`src/rtl/fp_align_add.sv`:
```
// -----------------------------------------------------------------------------
// fp_align_add
// Multi-cycle single-precision adder stage (align / add / normalise). Takes a
// pre-sorted operand pair (|smalln| <= |bign|) and produces bign + smalln.
// Denormal inputs are flushed to zero, alignment shifts truncate, and an
// exponent underflow during normalisation flushes the result to signed zero.
//
// Ports
//   clk        in   rising-edge clock
//   rst_n      in   asynchronous active-low reset
//   bign       in   larger-magnitude operand (float)
//   smalln     in   smaller-magnitude operand (float)
//   in_valid   in   operand pair valid
//   in_ready   out  block idle and able to accept operands
//   result     out  sum, zero whenever out_valid is low
//   out_valid  out  result valid, held until out_ready handshake
//   out_ready  in   consumer accepts result
// -----------------------------------------------------------------------------

package float_pkg;
    localparam int EXPONENT_BITS = 8;
    localparam int FRACTION_BITS = 23;

    typedef struct packed {
        logic                     sign;
        logic [EXPONENT_BITS-1:0] exponent;
        logic [FRACTION_BITS-1:0] fraction;
    } float;
endpackage

module fp_align_add
    import float_pkg::*;
(
    input  logic clk,
    input  logic rst_n,
    input  float bign,
    input  float smalln,
    input  logic in_valid,
    output logic in_ready,
    output float result,
    output logic out_valid,
    input  logic out_ready
);

    localparam int MW = FRACTION_BITS + 1;   // mantissa width incl. hidden bit

    typedef enum logic [2:0] {
        IDLE  = 3'd0,
        ALIGN = 3'd1,
        ADD   = 3'd2,
        NORM  = 3'd3,
        DONE  = 3'd4
    } state_t;

    // Mantissa with hidden bit; zero exponent flushes the operand to zero.
    function automatic logic [MW-1:0] mantissa(input float f);
        if (f.exponent != {EXPONENT_BITS{1'b0}}) begin
            mantissa = {1'b1, f.fraction};
        end else begin
            mantissa = {MW{1'b0}};
        end
    endfunction

    state_t                   r_state;
    float                     r_big;
    float                     r_small;
    logic [MW-1:0]            r_big_m;
    logic [MW-1:0]            r_small_m;
    logic [MW:0]              r_sum;
    logic [EXPONENT_BITS-1:0] r_res_exp;
    float                     r_pending;
    float                     r_result;
    logic                     r_out_valid;
    logic                     r_in_ready;

    logic [EXPONENT_BITS-1:0] w_diff;
    logic [MW-1:0]            w_small_m;
    logic [MW-1:0]            w_small_aligned;
    logic [MW:0]              w_sum;
    logic [EXPONENT_BITS:0]   w_exp_inc;

    // Datapath for the ALIGN and ADD stages.
    always_comb begin
        w_diff          = r_big.exponent - r_small.exponent;
        w_small_m       = mantissa(r_small);
        w_small_aligned = {MW{1'b0}};
        if (w_diff >= 8'd24) begin
            w_small_aligned = {MW{1'b0}};
        end else begin
            w_small_aligned = w_small_m >> w_diff;
        end
        if (r_big.sign == r_small.sign) begin
            w_sum = {1'b0, r_big_m} + {1'b0, r_small_m};
        end else begin
            w_sum = {1'b0, r_big_m} - {1'b0, r_small_m};
        end
        w_exp_inc = {1'b0, r_big.exponent} + 9'd1;
    end

    // Control FSM and all state/output registers.
    always_ff @(posedge clk or negedge rst_n) begin
        if (!rst_n) begin
            r_state     <= IDLE;
            r_big       <= '0;
            r_small     <= '0;
            r_big_m     <= {MW{1'b0}};
            r_small_m   <= {MW{1'b0}};
            r_sum       <= {(MW+1){1'b0}};
            r_res_exp   <= {EXPONENT_BITS{1'b0}};
            r_pending   <= '0;
            r_result    <= '0;
            r_out_valid <= 1'b0;
            r_in_ready  <= 1'b1;
        end else begin
            case (r_state)
                IDLE: begin
                    if (in_valid) begin
                        r_big      <= bign;
                        r_small    <= smalln;
                        r_in_ready <= 1'b0;
                        r_state    <= ALIGN;
                    end else begin
                        r_in_ready <= 1'b1;
                    end
                end
                ALIGN: begin
                    r_big_m   <= mantissa(r_big);
                    r_small_m <= w_small_aligned;
                    r_state   <= ADD;
                end
                ADD: begin
                    if (w_sum == {(MW+1){1'b0}}) begin
                        r_pending <= '0;
                        r_state   <= DONE;
                    end else if (w_sum[MW]) begin
                        // Carry out: renormalise right; saturate to infinity.
                        if (w_exp_inc >= 9'd255) begin
                            r_pending <= {r_big.sign, 8'hFF, 23'd0};
                            r_state   <= DONE;
                        end else begin
                            r_sum     <= w_sum >> 1;
                            r_res_exp <= w_exp_inc[EXPONENT_BITS-1:0];
                            r_state   <= NORM;
                        end
                    end else begin
                        r_sum     <= w_sum;
                        r_res_exp <= r_big.exponent;
                        r_state   <= NORM;
                    end
                end
                NORM: begin
                    if (r_sum[MW-1]) begin
                        r_pending <= {r_big.sign, r_res_exp, r_sum[MW-2:0]};
                        r_state   <= DONE;
                    end else if (r_res_exp <= 8'd1) begin
                        // Another left shift would underflow the exponent.
                        r_pending <= {r_big.sign, 8'd0, 23'd0};
                        r_state   <= DONE;
                    end else begin
                        r_sum     <= r_sum << 1;
                        r_res_exp <= r_res_exp - 8'd1;
                    end
                end
                DONE: begin
                    // First DONE cycle presents the result; then wait for handshake.
                    if (!r_out_valid) begin
                        r_out_valid <= 1'b1;
                        r_result    <= r_pending;
                    end else if (out_ready) begin
                        r_out_valid <= 1'b0;
                        r_result    <= '0;
                        r_in_ready  <= 1'b1;
                        r_state     <= IDLE;
                    end else begin
                        r_out_valid <= 1'b1;
                    end
                end
                default: begin
                    r_state     <= IDLE;
                    r_out_valid <= 1'b0;
                    r_result    <= '0;
                    r_in_ready  <= 1'b1;
                end
            endcase
        end
    end

    assign in_ready  = r_in_ready;
    assign out_valid = r_out_valid;
    assign result    = r_result;

endmodule
```
`config.mk`:
```
export PLATFORM = sky130hd
export DESIGN_NAME = fp_align_add
export DESIGN_NICKNAME = d
export VERILOG_FILES = /design/src/rtl/fp_align_add.sv
export SDC_FILE = /design/constraint.sdc
export NUM_CORES = 1
export LEC_CHECK = 0
export CORE_MARGIN = 5
export CORE_UTILIZATION = 53
export CTS_CLUSTER_DIAMETER = 80
export CTS_CLUSTER_SIZE = 30
export DETAILED_ROUTE_END_ITERATION = 7
export GPL_TIMING_DRIVEN = 0
export PLACE_DENSITY = 0.83
export SKIP_LAST_GASP = 1
export SYNTH_ARGS = -nofsm -noshare
export SYNTH_HDL_FRONTEND = slang
export SYNTH_SLANG_ARGS = --single-unit
export TNS_END_PERCENT = 20
```
`constraint.sdc`:
```
create_clock -name clk -period 4.2 [get_ports clk]
set_input_delay 0.84 -clock clk [delete_from_list [all_inputs] [get_ports clk]]
set_output_delay 0.84 -clock clk [all_outputs]
set_load 0.005 [all_outputs]
```
Yosys cells after proc, flatten, opt, wreduce, memory -nomap -nowiden
Index checks and enable logic that the tools add are counted.

storage, ports and cells
  latch bits = 0
  input bits = 68
  memories kept = 0
  ROM bits = 0
  register bits after elaboration = 213
  logic and storage cells = 102
  bits in writable memories = 0
  output and inout bits = 34

operators by class
  bitwise logic cells = 2
  shifts and indexed selects = 1
  $mul = 0
  divide/modulo/power cells = 0
  muxes and demuxes = 41
  magnitude comparators = 3
  add/subtract/negate cells = 5
  equality and inequality tests = 16
  reductions and logical operators = 14

operators by type and width
  kind                   number
  $mux W32               7
  $mux W24               8
  $pmux W32 S2           2
  $pmux W24 S2           1
  $mux W8                5
  $add A24 B24 Y25       1
  $logic_not A25 Y1      1
  $mux W25               1
  $sub A24 B24 Y25       1
  $mux W3                8
  $shr A24 B8 Y24        1
  $pmux W8 S2            1
  $reduce_bool A8 Y1     2
  $ne A3 B3 Y1 const B   5
  $pmux W3 S5            1
  $ne A2 B2 Y1 const B   6
  $add A8 B1 Y9 const B  1
  $ge A9 B8 Y1 const B   1
  $ge A8 B5 Y1 const B   1
  $le A8 B1 Y1 const B   1
  $reduce_and A4 Y1      2
  $sub A8 B1 Y8 const B  1
  $sub A8 B8 Y8          1
  $eq A3 B2 Y1 const B   2
  14 further kinds       21

Logic depth before layout (Yosys ltp)
  word-level depth = 6
  mapped depth = 21
  mapped depth without buffers = 18

Worst setup path after synthesis
No wires, ideal clock.

  path type = register to register
  start = register r_small_m[8]
  end = register r_sum[22]
  setup slack = -0.290 ns
  clock period less this slack = 4.490 ns
  data required time = 4.075 ns
  arrival time = 4.365 ns
  stages on the path, launching flop included = 18
  buffers on the path = 1
  path through = dfrtp_1 -> or4_1 -> nor3_2 -> and2_1 -> nand2_1 -> o41ai_1 -> xnor2_1 -> ha_1 -> clkbuf_1 -> nand2_1 -> o21ai_1 -> a21oi_1 -> nor2_1 -> or3_1 -> xnor2_1 -> nand3_1 -> o211ai_4 -> mux2_2

between the ends
  longest elaborated chain between the ends = 6

RTL lines
  item                                                                       line    text
  from (decl)                                                                68      logic [MW-1:0] r_small_m;
  from (signal assigned)                                                     107     r_small_m <= {MW{1'b0}};
  from (signal assigned)                                                     128     r_small_m <= w_small_aligned;
  $sub A24 B24 Y25 / $add A24 B24 Y25 (equally long branches)                95, 93
  $mux W25 (*)                                                               92      if (r_big.sign == r_small.sign) begin
  parallel branches: the longest is 4 deep, another holds $logic_not A25 Y1  -
  to (signal assigned)                                                       108     r_sum <= {(MW+1){1'b0}};
  to (signal assigned)                                                       141     r_sum <= w_sum >> 1;
  to (signal assigned)                                                       146     r_sum <= w_sum;
  to (decl)                                                                  69      logic [MW:0] r_sum;

Every way passes the cells marked *. The select of a mux whose other input is x is not followed.
A chain may end at the register's enable or synchronous reset.

Final worst setup path
  start = register r_small_m[9]
  end = register r_sum[8]

The elaborated chain is that of the path after synthesis.

==> impl_metrics.json <==
{
  "dieHeight_um": 162,
  "hold_class": "in -> async",
  "placed_area_mm2": 0.0138,
  "post-place-cells": 1650,
  "ys_top_cells_by_area": "dfrtp_1 (43%), mux2_2 (6.0%), a22o_1 (5.5%), nand2_1 (4.5%), o21ai_0 (4.2%)",
  "final_area_mm2": 0.0148,
  "wire_per_inst_um": 19.4,
  "rows": 55,
  "r2r_cells": 17,
  "insertedDiodeCount": 0,
  "finClkSkew_ns": 0.0317,
  "synth_fp_nets": 1372,
  "critPathMaxFanout": 5,
  "worst_pin_slew_ns": 1.09,
  "synthArstFlopShare_pct": 100,
  "insertion_delay_ns": 0.49,
  "synth_edf_count": 0,
  "overflow": 0,
  "cts_tree": "yes",
  "reg2reg_slack_ns": -0.40,
  "cp_slowest_cell": "or4_4",
  "grtUsageMet2_pct": 42.7,
  "grt_pass1_vias": 10393,
  "grt.busiest_layer": "met2",
  "cp-start-kind": "register",
  "cts.sinks": 213,
  "reg2reg_to": "r_sum[8]",
  "cts_buffers": 13,
  "finalSetupViolCount": 67,
  "setup_slack_ns": -0.399,
  "synth_most_common_cell": "dfrtp_1",
  "postSynthCellCount": 1263,
  "cap_violations": 0,
  "antenna_found_initial": 0,
  "wl_mm": 32.9,
  "rsz0062_at_grt": "yes",
  "whs_ns": 0.373,
  "grt_pass1_wl_mm": 53.3,
  "clock.fmax_mhz": 217,
  "initialDrtViolationCount": 794,
  "drv_slew": 0,
  "crit_chain": "or4_4 -> nor3_4 -> and2_4 -> nand2_4 -> o41ai_4 -> xnor2_2 -> ha_1 -> and4_4 -> and2_4 -> a31o_1 -> or4_4 -> a2bb2oi_4 -> nand4_4 -> o211ai_4 -> buf_12 -> buf_12 -> mux2_4",
  "core_area_mm2": 0.0227,
  "ys_types": 86,
  "grt_max_degree": 113,
  "clk_pin_slew_ns": 0.11,
  "seq_area_frac_synth_pct": 43.4,
  "synth_ff_type": "dfrtp_1",
  "dpl.hpwl_mm": 24.6,
  "failed_checks": "negative setup slack",
  "drive_gt1_share_pct": 15.5,
  "cp_data_required_time_ns": 4.59,
  "nNetsFinal": 1518,
  "antenna_left": 0,
  "vias_per_cell": 6.21,
  "synth.ff_latch_count": 213,
  "die-area_mm2": 0.0263,
  "io_buffers": 101,
  "arrival_ns": 4.99,
  "route.detailed.drc": 0,
  "synthTopCellsByCount": "dfrtp_1 (212), nand2_1 (146), o21ai_0 (102)",
  "initial_utilization_pct": 54.1,
  "finalNonFillerCells": 1700,
  "cts_max_level": 1,
  "vias": 10552,
  "use_met3_pct": 2.99,
  "die_x_um": 162,
  "firstDrtPassIters": 5,
  "synth_top_cell_area_share_pct": 43.2,
  "max-clock-path-buffers": 3,
  "critPathKind": "reg -> reg",
  "fin_crit_ns": 4.60,
  "fin_crit_sh_pct": 110,
  "crit_path_max_incr_delay_ns": 0.56,
  "grt_use_total_pct": 24.6,
  "syn_area_per_cell_um2": 9.72,
  "cts_root_buf": "clkbuf_16",
  "grt_use_met1_pct": 32.5,
  "slew_headroom_pct": 26.7,
  "crit_path_end_kind": "register",
  "synth_top_area_cell": "dfrtp_1",
  "io-pin-count": 102,
  "routabilityCongestion": 0.925,
  "final_hold_viol_count": 0,
  "syn2layout_area_growth_pct": 20.8,
  "reg2reg_from": "r_small_m[9]",
  "syn_area_mm2": 0.0123,
  "status": "complete, but fails checks",
  "fin_util_pct": 65.3,
  "yosys_warnings": 0
}
[cells in the final DEF, fill, tap and decap left out, types with 8 or more instances in the layout]
master and n:
nand2b_1 8, buf_4 22, dfrtp_1 209, o21ai_1 12, a211oi_1 9, o31ai_1 13
a22o_1 77, a21oi_2 8, o21ai_2 9, xnor2_1 17, and2_1 9, a221o_1 10
mux2i_1 22, and3_1 12, clkdlybuf4s50_1 100, nand4_1 12, a21o_1 15, xor2_1 20
o21ai_0 85, clkbuf_1 48, nand2_1 144, ha_1 38, nor2b_1 17, a22oi_1 10
nand3_1 16, a21oi_1 74, nor3_1 18, nor2_1 77, clkbuf_16 14, mux2_2 63
inv_1 27, buf_2 10
[cell type report]
class,instances,area (um2)
fillers,1770,7890
inverters,28,105
well taps,285,357
clock buffers,13,325
plain buffers,74,379
multi-input cells,947,6880
repair buffers,132,1330
flip-flops and latches,213,5340
clock inverters,8,108
[logic make-up (layout without fill, tap and decap cells)]
kind of cell | Yosys count | in the layout | share of synthesized area [%]
flip-flops | 213 | 213 | 43.4
adder cells (fa/ha/maj) | 41 | 41 | 4.30
multiplexers | 92 | 92 | 8.67
XOR/XNOR | 44 | 44 | 3.14
buffers and inverters | 103 | 255 | 3.54
AO/OA/AOI/OAI | 406 | 406 | 22.7
AND/OR/NAND/NOR | 364 | 364 | 14.2
[worst max-delay path by stage]
stage | to | startpoint | slack [ns]
2_1_floorplan | r_sum[22] | r_small_m[8] | 0.004
3_3_place_gp | r_small[15] | rst_n | -6.16
3_5_place_dp | r_sum[2] | r_big[31] | -0.81
4_1_cts | r_sum[8] | r_small_m[9] | -0.28
5_1_grt | r_pending[29] | r_small_m[8] | -0.51
6_report | r_sum[8] | r_small_m[9] | -0.40
[layer usage]
| metal | wire [um] | vias up |
|---|---|---|
| li1 | - | 4952 |
| met1 | 13900 | 5150 |
| met2 | 16200 | 372 |
| met3 | 1850 | 78 |
| met4 | 936 | 0 |
| met5 | 0 | - |
[worst max-delay path, delay by kind of cell (launching register included)]
| kind | cells | cell delay [ns] |
|---|---|---|
| adders and majority gates | 1 | 0.29 |
| and+or+nand+nor | 8 | 2.18 |
| muxes | 1 | 0.28 |
| buffers and inverters | 2 | 0.24 |
| xor gates and xnor gates | 1 | 0.17 |
| AOI/OAI and AO/OA | 4 | 0.92 |
| DFF | 1 | 0.40 |
[state kept, by name (all words and copies together), names as in the netlist, 3 cells and up]
name,cells
result,32
r_pending,32
r_state,3
r_big,32
r_small,32
r_res_exp,8
r_big_m,24
r_sum,24
r_small_m,24
[through the flow]
| step | TNS, ns | setup WS, ns |
|---|---|---|
| 2_1_floorplan | 0 | 0.00417 |
| 3_5_place_dp | -50.06 | -0.815 |
| 3_3_place_gp | -1351.15 | -6.16 |
| 4_1_cts | -13.86 | -0.283 |
| 6_report | -21.58 | -0.399 |
| 5_1_grt | -30.68 | -0.506 |
[timing repair]
action | CTS | global route
gates resized for setup | 68 | 32
hold buffers | 0 | 0
gates cloned | 2 | 1
buffers inserted | 23 | 4
pin swaps | 20 | 9
endpoints found under the setup margin | 67 | 68
Power is not shown: default switching activity piles up to over one toggle a cycle in this logic, so the estimate is an artifact.
